<file path="config.mk">
export PLATFORM = sky130hd
export DESIGN_NAME = reg_file_arbiter
export DESIGN_NICKNAME = d
export VERILOG_FILES = /design/src/rtl/reg_file_pkg.sv /design/src/rtl/rr_arbiter2.sv /design/src/rtl/reg_file_arbiter.sv
export SDC_FILE = /design/constraint.sdc
export NUM_CORES = 1
export LEC_CHECK = 0
export CAP_MARGIN = 10
export CORE_UTILIZATION = 37
export CTS_CLUSTER_DIAMETER = 150
export CTS_CLUSTER_SIZE = 12
export DETAILED_ROUTE_END_ITERATION = 8
export PLACE_DENSITY = 0.82
export SYNTH_ARGS = -nofsm -noshare
export SYNTH_HDL_FRONTEND = slang
export SYNTH_SLANG_ARGS = --single-unit
</file>
<file path="constraint.sdc">
create_clock -name clk -period 3.2 [get_ports clk]
set_input_delay 0.8 -clock clk [delete_from_list [all_inputs] [get_ports clk]]
set_output_delay 0.8 -clock clk [all_outputs]
set_load 0.03 [all_outputs]
</file>
<file path="src/rtl/reg_file_pkg.sv">
// Shared types and constants for the two-requester register file arbiter.
package reg_file_pkg;

    localparam int N_REQ = 2;

    typedef enum logic [1:0] {
        UNLOCKED = 2'd0,
        LOCKED0  = 2'd1,
        LOCKED1  = 2'd2
    } state_t;

    function automatic logic other_req(input logic idx);
        return ~idx;
    endfunction

endpackage

</file>
<file path="src/rtl/rr_arbiter2.sv">
// Combinational two-way pick: masked requesters, round-robin pointer breaks ties.
module rr_arbiter2
    import reg_file_pkg::*;
(
    input  logic [N_REQ-1:0] valid,
    input  logic             rr,
    input  logic [N_REQ-1:0] mask,
    output logic [N_REQ-1:0] grant
);

    logic [N_REQ-1:0] eligible_s;

    // one-hot grant from the eligible set
    always_comb begin
        eligible_s = valid & mask;
        grant      = 2'b00;
        case (eligible_s)
            2'b01:   grant = 2'b01;
            2'b10:   grant = 2'b10;
            2'b11:   grant = rr ? 2'b10 : 2'b01;
            default: grant = 2'b00;
        endcase
    end

endmodule

</file>
<file path="src/rtl/reg_file_arbiter.sv">
// Arbitrates two requesters onto one register file port, with optional exclusive
// locking, idle-timeout release and a one-cycle registered response path.
module reg_file_arbiter
    import reg_file_pkg::*;
#(
    parameter  int WIDTH    = 8,
    parameter  int N_REG    = 8,
    parameter  int LOCK_MAX = 4,
    localparam int AW       = $clog2(N_REG)
) (
    input  logic                         clk,
    input  logic                         rst,
    input  logic [N_REQ-1:0]             req_valid,
    output logic [N_REQ-1:0]             req_ready,
    input  logic [N_REQ-1:0]             req_we,
    input  logic [N_REQ-1:0]             req_lock,
    input  logic [N_REQ-1:0][AW-1:0]     req_addr,
    input  logic [N_REQ-1:0][WIDTH-1:0]  req_wdata,
    output logic [N_REQ-1:0]             rsp_valid,
    output logic [WIDTH-1:0]             rsp_data,
    output logic                         rsp_err,
    output logic [AW-1:0]                rf_a,
    output logic                         rf_ce,
    output logic [WIDTH-1:0]             rf_in,
    input  logic [WIDTH-1:0]             rf_out
);

    localparam int            CW        = $clog2(LOCK_MAX + 1);
    localparam logic [CW-1:0] LOCK_LAST = CW'(LOCK_MAX - 1);
    localparam logic [AW-1:0] USER_REG  = AW'(N_REG - 1);

    state_t            state_q, state_d;
    logic              rr_q, rr_d;
    logic [CW-1:0]     idle_cnt_q, idle_cnt_d;
    logic [N_REQ-1:0]  rsp_valid_q, rsp_valid_d;
    logic [WIDTH-1:0]  rsp_data_q, rsp_data_d;
    logic              rsp_err_q, rsp_err_d;

    logic [N_REQ-1:0]  mask_s, grant_s, accept_s;
    logic              any_acc_s, sel_s, owner_s;

    rr_arbiter2 u_pick (
        .valid (req_valid),
        .rr    (rr_q),
        .mask  (mask_s),
        .grant (grant_s)
    );

    // state, pointer, idle counter and response registers
    always_ff @(posedge clk or posedge rst) begin
        if (rst) begin
            state_q     <= UNLOCKED;
            rr_q        <= 1'b0;
            idle_cnt_q  <= '0;
            rsp_valid_q <= 2'b00;
            rsp_data_q  <= '0;
            rsp_err_q   <= 1'b0;
        end else begin
            state_q     <= state_d;
            rr_q        <= rr_d;
            idle_cnt_q  <= idle_cnt_d;
            rsp_valid_q <= rsp_valid_d;
            rsp_data_q  <= rsp_data_d;
            rsp_err_q   <= rsp_err_d;
        end
    end

    // next state: lock ownership, round-robin pointer and idle timeout
    always_comb begin
        state_d    = state_q;
        rr_d       = rr_q;
        idle_cnt_d = idle_cnt_q;
        owner_s    = (state_q == LOCKED1);
        case (state_q)
            UNLOCKED: begin
                if (any_acc_s) begin
                    rr_d       = other_req(sel_s);
                    idle_cnt_d = '0;
                    if (req_lock[sel_s]) begin
                        state_d = sel_s ? LOCKED1 : LOCKED0;
                    end else begin
                        state_d = UNLOCKED;
                    end
                end else begin
                    idle_cnt_d = '0;
                end
            end
            LOCKED0, LOCKED1: begin
                if (accept_s[owner_s]) begin
                    idle_cnt_d = '0;
                    if (!req_lock[owner_s]) begin
                        state_d = UNLOCKED;
                        rr_d    = other_req(owner_s);
                    end else begin
                        state_d = state_q;
                    end
                end else if (idle_cnt_q == LOCK_LAST) begin
                    // timeout hands the port to the waiting side on this same edge
                    idle_cnt_d = '0;
                    state_d    = UNLOCKED;
                    rr_d       = other_req(owner_s);
                end else begin
                    idle_cnt_d = idle_cnt_q + 1'b1;
                end
            end
            default: begin
                state_d    = UNLOCKED;
                rr_d       = 1'b0;
                idle_cnt_d = '0;
            end
        endcase
    end

    // outputs: grant mask, register file port and response capture
    always_comb begin
        case (state_q)
            UNLOCKED: mask_s = 2'b11;
            LOCKED0:  mask_s = 2'b01;
            LOCKED1:  mask_s = 2'b10;
            default:  mask_s = 2'b11;
        endcase
        req_ready = rst ? 2'b00 : grant_s;
        accept_s  = req_valid & req_ready;
        any_acc_s = |accept_s;
        sel_s     = accept_s[1];

        if (any_acc_s) begin
            rf_a  = req_addr[sel_s];
            rf_in = req_wdata[sel_s];
            rf_ce = req_we[sel_s] & (req_addr[sel_s] != USER_REG);
        end else begin
            rf_a  = '0;
            rf_in = '0;
            rf_ce = 1'b0;
        end

        rsp_valid_d = accept_s;
        if (any_acc_s) begin
            rsp_data_d = req_we[sel_s] ? req_wdata[sel_s] : rf_out;
            rsp_err_d  = req_we[sel_s] & (req_addr[sel_s] == USER_REG);
        end else begin
            rsp_data_d = rsp_data_q;
            rsp_err_d  = 1'b0;
        end
    end

    assign rsp_valid = rsp_valid_q;
    assign rsp_data  = rsp_data_q;
    assign rsp_err   = rsp_err_q;

endmodule

</file>
==> results.py <==
metrics = {
    "clocking": {
        "tritoncts_buffers": 3,
        "tritoncts": "yes",
        "cts_sinks": 17,
        "worst_setup_hold_path_clk_slew_ns": 0.09,
        "clock_tree.root_cell": "sky130_fd_sc_hd__clkbuf_4",
        "htreeDepth": 1,
        "clk_path_buf_depth": 2,
        "clk-insertion-delay-late_ns": 0.29,
    },
    "setup_path": {
        "regToRegEndpoint": "rsp_data[4]",
        "worst_ep_required_time_ns": 2.40,
        "r2r.worst_path.cells": 9,
        "critical_path_arrival_ns": 2.35,
        "endpoint_type_of_the_worst_setup_path": "output port",
        "r2r_start": "state_q[1]",
        "crit_path_max_fanout": 6,
        "start_to_end_type_of_the_worst_setup_path": "in2out",
        "timing.reg2reg.setup_slack_ns": 0.35,
        "start_kind": "primary input",
    },
    "timing": {
        "worst_setup_skew_after_layout_ns": 0.00724,
        "slew_violations": 0,
        "max_slew_margin_pct": 55.1,
        "hold_viol_final": 0,
        "tns_ns": 0,
        "grt_setup_unrepaired": "false",
        "setup_viol_count_final": 0,
        "measured_slew_at_the_worst_slew_check_pin_ns": 0.672,
        "max_freq_mhz": 317,
        "fin_crit_ns": 3.15,
        "final_min_period_over_clock_period_pct": 98.5,
    },
    "global_routing": {
        "grt.total_usage_pct": 21.8,
        "grt_pass1_vias": 1187,
        "grt_overflow_total": 0,
        "wire_length_of_the_first_global_routing_pass_um": 5350,
        "largest_net_degree_at_the_start_of_global_routing": 32,
        "antenna_found_initial": 0,
    },
    "pwr": {
        "ir_worst_vdd_mv": 0.452,
        "p_clk_share_pct": 9.8,
        "sequential_share_of_power_pct": 28.1,
        "power-per-cell-area_nw_per_um2": 597,
        "totalPowerFinal_mw": 1.15,
        "switching_share_pct": 40.9,
        "share_of_power_burned_in_combinational_logic_pct": 62.1,
        "power.static_leakage_nw": 0.914,
        "power_report.internal_total_mw": 0.678,
        "switching_power_mw": 0.470,
    },
    "logic_synthesis": {
        "syn_area_um2": 1070,
        "post-synth-top-area-fraction_pct": 39.8,
        "post_synth_most_frequent_cells": "sky130_fd_sc_hd__dfrtp_1 (17), sky130_fd_sc_hd__nor2_1 (11), sky130_fd_sc_hd__nand2_1 (10), sky130_fd_sc_hd__nor3_1 (10)",
        "syn-instance-count": 113,
        "yosys.cell_types.count": 30,
        "asyncSetResetFlopFracSynth_pct": 100,
        "synth_most_common_cell": "sky130_fd_sc_hd__dfrtp_1",
        "synth_nets": 156,
        "number_of_synthesized_flops_with_an_enable_pin": 0,
        "dominant_cells_by_area_after_synthesis": "sky130_fd_sc_hd__dfrtp_1 (40%), sky130_fd_sc_hd__a221o_1 (8.4%), sky130_fd_sc_hd__mux2i_1 (8.4%)",
        "synth_top_flop_cell": "sky130_fd_sc_hd__dfrtp_1",
        "synthDominantAreaCellType": "sky130_fd_sc_hd__dfrtp_1",
        "ys_seq_area_share_pct": 39.8,
        "post_synthesis_mean_instance_area_um2": 9.46,
        "synth.yosys.warnings": 0,
        "yosys_register_bits": 17,
    },
    "routing": {
        "via_count_of_the_routed_design": 1217,
        "wl_per_cell_um": 14.7,
        "routed_wl_um": 3300,
        "drt_pass1_iterations": 6,
        "antenna_violating_nets_post_route": 0,
        "detail_route.drc_violations": 0,
        "via_per_inst": 5.41,
        "drt_iter0_markers": 33,
    },
    "place": {
        "placed_cell_area_um2": 1750,
        "port_buffers": 62,
        "routabilityCongestion": 0.813,
        "cell_total_after_placement": 210,
        "dp.final_hpwl_um": 2320,
    },
    "hold_path": {
        "hold-path-endpoint": "idle_cnt_q[0]",
        "hold_path_startpoint": "idle_cnt_q[0]",
        "hold-path-cell-count": 1,
        "hold_path_class": "reg2reg",
    },
    "floorplan": {
        "design.die.area_um2": 3110,
        "die_height_um": 55.7,
        "std_cell_rows": 19,
        "floorplan.io_pins": 63,
        "core_area_um2": 2760,
        "die_w_um": 55.7,
        "floorplan.initialDensity_pct": 38.7,
    },
    "layout": {
        "fin_nets": 238,
        "post_route_cells_drive_above_1_share_pct": 24.2,
        "final-instance-count-excl-fill": 225,
        "syn_to_final_growth_pct": 80.1,
        "n_antenna_cell": 0,
        "fillers": 198,
        "finalInstanceArea_um2": 1920,
        "postLayoutCoreUtil_pct": 69.8,
    },
    "status": {
        "outcome": "finished, final reports clean",
    },
    "flow_run": {
        "timing.max_cap.violations": 0,
    },
}
## per-stage QoR
| stage | setup slack, ns | hold slack, ns |
|---|---|---|
| 6_report | 0.0483 | 0.437 |
| 5_1_grt | 0.00489 | 0.470 |
| 4_1_cts | 0.0439 | 0.439 |
| 3_5_place_dp | -0.165 | 0.425 |
| 3_3_place_gp | -0.0999 | 0.421 |
| 2_1_floorplan | 0.141 | 0.410 |
## sequential cells by signal, indices dropped and copies added (netlist names)
signal / cells
rsp_data: 8
idle_cnt_q: 3
rsp_valid: 2
state_q: 2
rr_q: 1
rsp_err: 1
## placed cells by master (no fill, tap or decap), types with 5 or more instances in the layout
cell type	instances
sky130_fd_sc_hd__a221o_1	9
sky130_fd_sc_hd__nor3_1	10
sky130_fd_sc_hd__dfrtp_1	17
sky130_fd_sc_hd__clkdlybuf4s50_1	47
sky130_fd_sc_hd__mux2i_1	7
sky130_fd_sc_hd__inv_1	6
sky130_fd_sc_hd__nor2_1	11
sky130_fd_sc_hd__ha_1	5
sky130_fd_sc_hd__buf_4	32
sky130_fd_sc_hd__nand2_1	10
## worst max-delay path by stage
stage                 startpoint          end  slack, ns
finish                       rst     rf_in[2]       0.05
global route                 rst     rf_in[2]      0.005
CTS                          rst     rf_in[2]       0.04
detailed placement  req_valid[1]  rsp_data[1]      -0.16
global placement    req_valid[1]  rsp_data[7]       -0.1
floorplan           req_valid[0]        rf_ce       0.14
## worst max-delay path, stage by stage
cell and delay, ns:
sky130_fd_sc_hd__clkdlybuf4s50_1 0.43, sky130_fd_sc_hd__or3_4 0.47, sky130_fd_sc_hd__buf_12 0.18, sky130_fd_sc_hd__mux2i_4 0.18
sky130_fd_sc_hd__nor2_1 0.11, sky130_fd_sc_hd__buf_4 0.17
## final cells by class
type	count	area (um2)	area share, %
sequential	17	425	22.1
clock buffer	4	26.3	1.37
multi-input combinational	82	607	31.5
tap	31	38.8	2.02
inverter	7	31.3	1.63
timing repair buffer	84	796	41.4
## cells by family (layout without fill, tap and decap cells)
logic type | Yosys count | count (layout) | share of synthesized area [%]
muxes | 10 | 10 | 9.84
adders and majority gates | 5 | 5 | 5.85
AOI/OAI and AO/OA | 22 | 22 | 16.5
and+or+nand+nor | 45 | 45 | 21.0
DFF | 17 | 17 | 39.8
buffers and inverters | 14 | 95 | 7.03
## metal layers
| layer | up-vias | global-route usage, % | share of wire [%] |
|---|---|---|---|
| met1 | 582 | 24.7 | 41 |
| met3 | 4 | 7.44 | 7.3 |
| li1 | 577 | - | - |
| met4 | 0 | 5.36 | 0.97 |
| met5 | - | 0 | 0 |
| met2 | 54 | 38.9 | 51 |
## power groups by stage
| stage | registers (mW) | clock network [mW] | logic [mW] |
|---|---|---|---|
| global placement | 0.322 | 0 | 0.623 |
| finish | 0.323 | 0.113 | 0.713 |
| global route | 0.330 | 0.127 | 0.761 |
| floorplan | 0.403 | 0 | 0.308 |
| detailed placement | 0.324 | 0 | 0.641 |
| CTS | 0.322 | 0.118 | 0.689 |
## what timing repair did
action	in CTS	in global routing
hold buffers	0	0
resized for setup	12	0
pin swaps	3	0
setup buffers	7	3
setup endpoints to repair	12	6
cloned	1	0
Note: power is estimated with default switching activity, not from simulation.
